File: src/rtl/continuous_monitoring_system_pkg.sv
// Shared types for the continuous monitoring system control path.
// Holds the control address map, FSM states and response status codes.
package continuous_monitoring_system_pkg;

    localparam int CTRL_ADDR_WIDTH = 8;
    localparam int CTRL_DATA_WIDTH = 32;

    typedef enum logic [CTRL_ADDR_WIDTH-1:0] {
        CTRL_REG0            = 8'd0,
        CTRL_REG1            = 8'd1,
        CTRL_REG2            = 8'd2,
        CTRL_REG3            = 8'd3,
        CTRL_REG4            = 8'd4,
        CTRL_REG5            = 8'd5,
        CTRL_REG6            = 8'd6,
        CTRL_REG7            = 8'd7,
        WFI_STOPPED          = 8'd8,
        CLK_COUNTER          = 8'd9,
        LAST_WRITE_TIMESTAMP = 8'd10
    } ctrl_addr_t;

    // Highest writable address and highest valid address.
    localparam logic [CTRL_ADDR_WIDTH-1:0] CTRL_LAST_RW = 8'd7;
    localparam logic [CTRL_ADDR_WIDTH-1:0] CTRL_LAST_RO = 8'd10;

    typedef enum logic [2:0] {
        ST_IDLE,
        ST_ISSUE,
        ST_WAIT_RD,
`ifdef CMS_CTRL_MASTER_READBACK_VERIFY_EN
        ST_VERIFY,
`endif
        ST_RESP
    } cms_state_t;

    typedef enum logic [1:0] {
        RSP_OK         = 2'b00,
        RSP_BAD_ADDR   = 2'b01,
        RSP_RO_WRITE   = 2'b10,
        RSP_VERIFY_ERR = 2'b11
    } rsp_err_t;

endpackage

File: src/rtl/cms_ctrl_master.sv
// Host-to-monitor control master: accepts one request, drives a single
// ctrl_wr/ctrl_rd strobe, waits READ_LATENCY for read data, returns a response.
// Ports: clk, rst (sync, active-high); req_* host request handshake;
// rsp_* response handshake with rdata and 2-bit status; ctrl_* monitor port;
// busy = not idle. Optional macro CMS_CTRL_MASTER_READBACK_VERIFY_EN adds a
// read-back compare after every accepted write (status 11 on mismatch).
module cms_ctrl_master
    import continuous_monitoring_system_pkg::*;
#(
    parameter int READ_LATENCY = 1
) (
    input  logic                       clk,
    input  logic                       rst,
    input  logic                       req_valid,
    output logic                       req_ready,
    input  logic                       req_write,
    input  logic [CTRL_ADDR_WIDTH-1:0] req_addr,
    input  logic [CTRL_DATA_WIDTH-1:0] req_wdata,
    output logic                       rsp_valid,
    input  logic                       rsp_ready,
    output logic [CTRL_DATA_WIDTH-1:0] rsp_rdata,
    output logic [1:0]                 rsp_error,
    output logic [CTRL_ADDR_WIDTH-1:0] ctrl_addr,
    output logic [CTRL_DATA_WIDTH-1:0] ctrl_wdata,
    output logic                       ctrl_wr,
    output logic                       ctrl_rd,
    input  logic [CTRL_DATA_WIDTH-1:0] ctrl_rdata,
    output logic                       busy
);

    localparam logic [2:0] CNT_LOAD = 3'(READ_LATENCY - 1);

    cms_state_t                 state, state_d;
    logic [2:0]                 cnt, cnt_d;
    logic [CTRL_ADDR_WIDTH-1:0] addr_q, addr_d;
    logic [CTRL_DATA_WIDTH-1:0] wdata_q, wdata_d;
    logic                       wr_q, wr_d;
    logic [CTRL_DATA_WIDTH-1:0] rdata_q, rdata_d;
    rsp_err_t                   err_q, err_d;

    always_ff @(posedge clk) begin
        if (rst) begin
            state   <= ST_IDLE;
            cnt     <= '0;
            addr_q  <= '0;
            wdata_q <= '0;
            wr_q    <= 1'b0;
            rdata_q <= '0;
            err_q   <= RSP_OK;
        end else begin
            state   <= state_d;
            cnt     <= cnt_d;
            addr_q  <= addr_d;
            wdata_q <= wdata_d;
            wr_q    <= wr_d;
            rdata_q <= rdata_d;
            err_q   <= err_d;
        end
    end

    always_comb begin
        state_d = state;
        cnt_d   = cnt;
        addr_d  = addr_q;
        wdata_d = wdata_q;
        wr_d    = wr_q;
        rdata_d = rdata_q;
        err_d   = err_q;
        unique case (state)
            ST_IDLE: begin
                if (req_valid) begin
                    addr_d  = req_addr;
                    wdata_d = req_wdata;
                    wr_d    = req_write;
                    rdata_d = '0;
                    // Rejected requests skip the monitor port entirely.
                    if (req_addr > CTRL_LAST_RO) begin
                        err_d   = RSP_BAD_ADDR;
                        state_d = ST_RESP;
                    end else if (req_write && req_addr > CTRL_LAST_RW) begin
                        err_d   = RSP_RO_WRITE;
                        state_d = ST_RESP;
                    end else begin
                        err_d   = RSP_OK;
                        state_d = ST_ISSUE;
                    end
                end
            end
            ST_ISSUE: begin
                cnt_d = CNT_LOAD;
                if (wr_q) begin
`ifdef CMS_CTRL_MASTER_READBACK_VERIFY_EN
                    state_d = ST_VERIFY;
`else
                    state_d = ST_RESP;
`endif
                end else begin
                    state_d = ST_WAIT_RD;
                end
            end
`ifdef CMS_CTRL_MASTER_READBACK_VERIFY_EN
            ST_VERIFY: begin
                state_d = ST_WAIT_RD;
            end
`endif
            ST_WAIT_RD: begin
                if (cnt == 3'd0) begin
                    state_d = ST_RESP;
`ifdef CMS_CTRL_MASTER_READBACK_VERIFY_EN
                    // A write in WAIT_RD is a read-back: compare, return no data.
                    if (wr_q) begin
                        rdata_d = '0;
                        err_d   = (ctrl_rdata != wdata_q) ? RSP_VERIFY_ERR
                                                          : RSP_OK;
                    end else begin
                        rdata_d = ctrl_rdata;
                    end
`else
                    rdata_d = ctrl_rdata;
`endif
                end else begin
                    cnt_d = cnt - 3'd1;
                end
            end
            ST_RESP: begin
                if (rsp_ready) begin
                    state_d = ST_IDLE;
                end
            end
            default: begin
                state_d = ST_IDLE;
            end
        endcase
    end

    assign req_ready  = (state == ST_IDLE);
    assign busy       = (state != ST_IDLE);
    assign rsp_valid  = (state == ST_RESP);
    assign rsp_rdata  = rdata_q;
    assign rsp_error  = err_q;
    assign ctrl_addr  = addr_q;
    assign ctrl_wdata = wdata_q;
    assign ctrl_wr    = (state == ST_ISSUE) && wr_q;
`ifdef CMS_CTRL_MASTER_READBACK_VERIFY_EN
    assign ctrl_rd    = ((state == ST_ISSUE) && !wr_q) || (state == ST_VERIFY);
`else
    assign ctrl_rd    = (state == ST_ISSUE) && !wr_q;
`endif

endmodule

File: config.mk
export PLATFORM = sky130hd
export DESIGN_NAME = cms_ctrl_master
export DESIGN_NICKNAME = d
export VERILOG_FILES = /design/src/rtl/continuous_monitoring_system_pkg.sv /design/src/rtl/cms_ctrl_master.sv
export SDC_FILE = /design/constraint.sdc
export NUM_CORES = 1
export LEC_CHECK = 0
export CAP_MARGIN = 20
export CORE_ASPECT_RATIO = 0.8
export CORE_MARGIN = 5
export CORE_UTILIZATION = 39
export DETAILED_ROUTE_END_ITERATION = 10
export GPL_TIMING_DRIVEN = 0
export PLACE_DENSITY = 0.8
export SYNTH_ARGS = -nofsm -noshare
export SYNTH_HDL_FRONTEND = slang
export SYNTH_SLANG_ARGS = --single-unit
export TNS_END_PERCENT = 30
File: constraint.sdc
create_clock -name clk -period 2.06 [get_ports clk]
set_input_delay 0.309 -clock clk [delete_from_list [all_inputs] [get_ports clk]]
set_output_delay 0.309 -clock clk [all_outputs]
set_load 0.03 [all_outputs]
==> results of run 1 <==
==> layer usage <==
metal / part of all wire / routed length [um] / vias up
met5: 0 / 0 / -
met1: 0.43 / 3660 / 1261
met4: 0.013 / 111 / 0
li1: - / - / 1380
met3: 0.11 / 976 / 11
met2: 0.44 / 3750 / 111
==> synth_stat cells, drive strengths merged, types with 3 or more instances <==
master | number | share of area
nand2 | 86 | 0.11
ha | 6 | 0.026
a21oi | 44 | 0.075
inv | 6 | 0.0077
a22o | 32 | 0.11
dfxtp | 80 | 0.55
clkbuf | 6 | 0.0077
buf | 15 | 0.031
a211oi | 3 | 0.0094
nor2 | 8 | 0.011
==> area by class of cell <==
type	count	area, um2	share of cell area
Inverter	6	22.5	0.00472
Multi-Input combinational cell	200	1190	0.249
Timing Repair Buffer	155	1550	0.324
Tap cell	90	113	0.0236
Buffer	21	114	0.0238
Clock inverter	5	57.6	0.0121
Sequential cell	80	1600	0.335
Clock buffer	11	131	0.0275
==> state kept, by name, indices dropped and copies added, names as in the netlist <==
register / flops
wr_q: 1
rsp_error: 2
state: 2
ctrl_wdata: 32
rsp_rdata: 32
cnt: 3
ctrl_addr: 8
==> where the power goes <==
| group | leakage (nW) | switching, W | internal, W | total [W] |
|---|---|---|---|---|
| logic | 1.08 | 0.00137 | 0.000991 | 0.00236 |
| clock network | 0.0856 | 0.000556 | 0.000559 | 0.00112 |
| registers | 0.653 | 0.000148 | 0.00183 | 0.00197 |
| total | 1.82 | 0.00207 | 0.00338 | 0.00545 |
==> cell families (layout without fill, tap and decap cells) <==
| kind of cell | count (synthesis) | count (layout) | share of synthesized area |
|---|---|---|---|
| compound gates | 87 | 87 | 0.215 |
| fa+ha+maj | 6 | 6 | 0.0257 |
| buf+inv | 27 | 198 | 0.0466 |
| flops | 80 | 80 | 0.547 |
| mux | 2 | 2 | 0.00684 |
| simple gates | 105 | 105 | 0.159 |
==> worst paths after layout <==
check | startpoint | endpoint | slack, ps | depth (start not counted)
min | ctrl_wdata[3] | ctrl_wdata[3] | 450 | 2
max reg2reg | state[0] | rsp_rdata[28] | 280 | 7
min reg2reg | ctrl_wdata[3] | ctrl_wdata[3] | 450 | 2
max | state[0] | rsp_valid | 110 | 2
==> stage by stage <==
step / power [W] / util / setup WS [ps]
after floorplan: 0.00344 / - / 340
after global placement: 0.00436 / 0.624 / 222
after CTS: 0.00552 / 0.649 / 75.6
after global routing: 0.00577 / 0.649 / 34.8
after detailed placement: 0.00441 / 0.624 / 202
final: 0.00545 / 0.649 / 106
==> worst max-delay path, cell delays in order, from the launching register on <==
cell and delay [ps]:
dfxtp_1 390, ha_1 210, clkdlybuf4s50_1 700
==> run_results.csv, run 1 <==
group,metric,value,unit
worst_setup_path,cp.arrival,1640,ps
global_route,use_met3,0.100,
cts,cts_setup_buffers,0,
drt,drt_wl_total,8.51,mm
floorplan,die_y,87.5,um
power,power_density,1140,mW/mm2
floorplan,dieWidth,107,um
global_route,met2_usage,0.296,
timing,tns,0,ps
cells_and_area,instances_no_fill,568,
status,status,"complete, no violations",
floorplan,initial_core_util,0.398,
timing,fin_crit_sh,0.948,
place,dpl_cell_area,0.00459,mm2
global_route,grt_pass1_vias,2730,
power,p_leak,1.82,nW
drt,drtIter0Drc,76,
yosys,synth_edf_count,0,
yosys,synthArstFlopShare,0,
place,placed_cells,552,
cells_and_area,stdcell_area,0.00477,mm2
timing,rsz0062_at_grt,"no",
timing,min_period,1950,ps
cts,cts_resized,4,
timing,timing.hold.ws,453,ps
cts,cts-root-buf,"clkbuf_8",
cts,postCtsHoldBufs,0,
drt,wl_per_cell,15.0,um
job,maxCapViolCount,0,
global_route,antenna_found_initial,0,
cells_and_area,area_delta_synth_final,63.1,%
timing,skew,6.13,ps
cells_and_area,layout_commonest_cell,"clkdlybuf4s50_1",
place,place_congestion,0.750,
floorplan,die-area,0.00935,mm2
drt,drc,0,
yosys,synth_flop_cell,"dfxtp_1",
cells_and_area,fill_cells,615,
cts,cts_max_level,3,
drt,vias_per_cell,4.86,
yosys,syn_inst,307,
cells_and_area,drive_gt1_frac,0.130,
yosys,synth_seq_area_share,0.547,
worst_setup_path,worstPathRequired,1750,ps
drt,detail-route-antenna-nets,0,
worst_setup_path,cp-start-kind,"register",
drt,vias,2763,
global_route,overflow,0,
power,peakVddDrop,0.632,mV
drt,dr.pass1.iters,4,
cells_and_area,final_nets,556,
place,dp_hpwl,6.53,mm
worst_hold_path,hold_path.class,"reg2reg",
worst_setup_path,endpoint_kind,"output port",
worst_setup_path,critPathMaxFanout,4,
cts,cts_tree,"yes",
yosys,netlist_area,0.00293,mm2
cells_and_area,mostFrequentLayoutCells,"clkdlybuf4s50_1, nand2_1, dfxtp_1",
timing,worstMarginPinSlew,475,ps
timing,maxSlewHeadroom,0.683,
place,port-buffer-count,155,
timing,final_max_slew_viol_count,0,
cts,clk-insertion-delay-late,350,ps
global_route,groute.layer.met1.usage,0.206,
floorplan,ioPinCount,156,
global_route,grt.busiest_layer,"met2",
cts,clkTransAtPathRegs,80,ps
cells_and_area,antenna_cells,0,
timing,hold_viol_final,0,
yosys,avgSynthCellArea,9.53,um2
floorplan,coreArea,0.00736,mm2
yosys,synth.distinct_cells,34,
yosys,synth_nets,390,
cts,clk_path_buf_depth,2,
cts,cts_made_buffers,9,
timing,setup_viol,0,
global_route,grt_max_degree,14,
cts,cts_sinks,80,
global_route,grt_pass1_wl,13.4,mm
global_route,grtUsageTotal,0.183,
worst_setup_path,path_class,"reg2out",
yosys,yosysWarnings,0,
timing,fmax,0.512,GHz
floorplan,core.rowCount,28,
yosys,synth-seq-cells,80,
(Power assumes the default switching activity.)
==> run 2: changes to the inputs <==
--- a/config.mk
+++ b/config.mk
@@ -5,7 +5,6 @@
 export SDC_FILE = /design/constraint.sdc
 export NUM_CORES = 1
 export LEC_CHECK = 0
-export CAP_MARGIN = 20
 export CORE_ASPECT_RATIO = 0.8
 export CORE_MARGIN = 5
 export CORE_UTILIZATION = 39
==> results of run 2 <==
No change in the layout: final DEF, timing and power equal those of run 1.
==> run 3: changes to the inputs <==
--- a/config.mk
+++ b/config.mk
@@ -5,10 +5,12 @@
 export SDC_FILE = /design/constraint.sdc
 export NUM_CORES = 1
 export LEC_CHECK = 0
+export ABC_AREA = 0
 export CORE_ASPECT_RATIO = 0.8
 export CORE_MARGIN = 5
 export CORE_UTILIZATION = 39
 export DETAILED_ROUTE_END_ITERATION = 10
+export GPL_ROUTABILITY_DRIVEN = 0
 export GPL_TIMING_DRIVEN = 0
 export PLACE_DENSITY = 0.8
 export SYNTH_ARGS = -nofsm -noshare
==> results of run 3 <==
No change in the layout: final DEF, timing and power equal those of run 1.
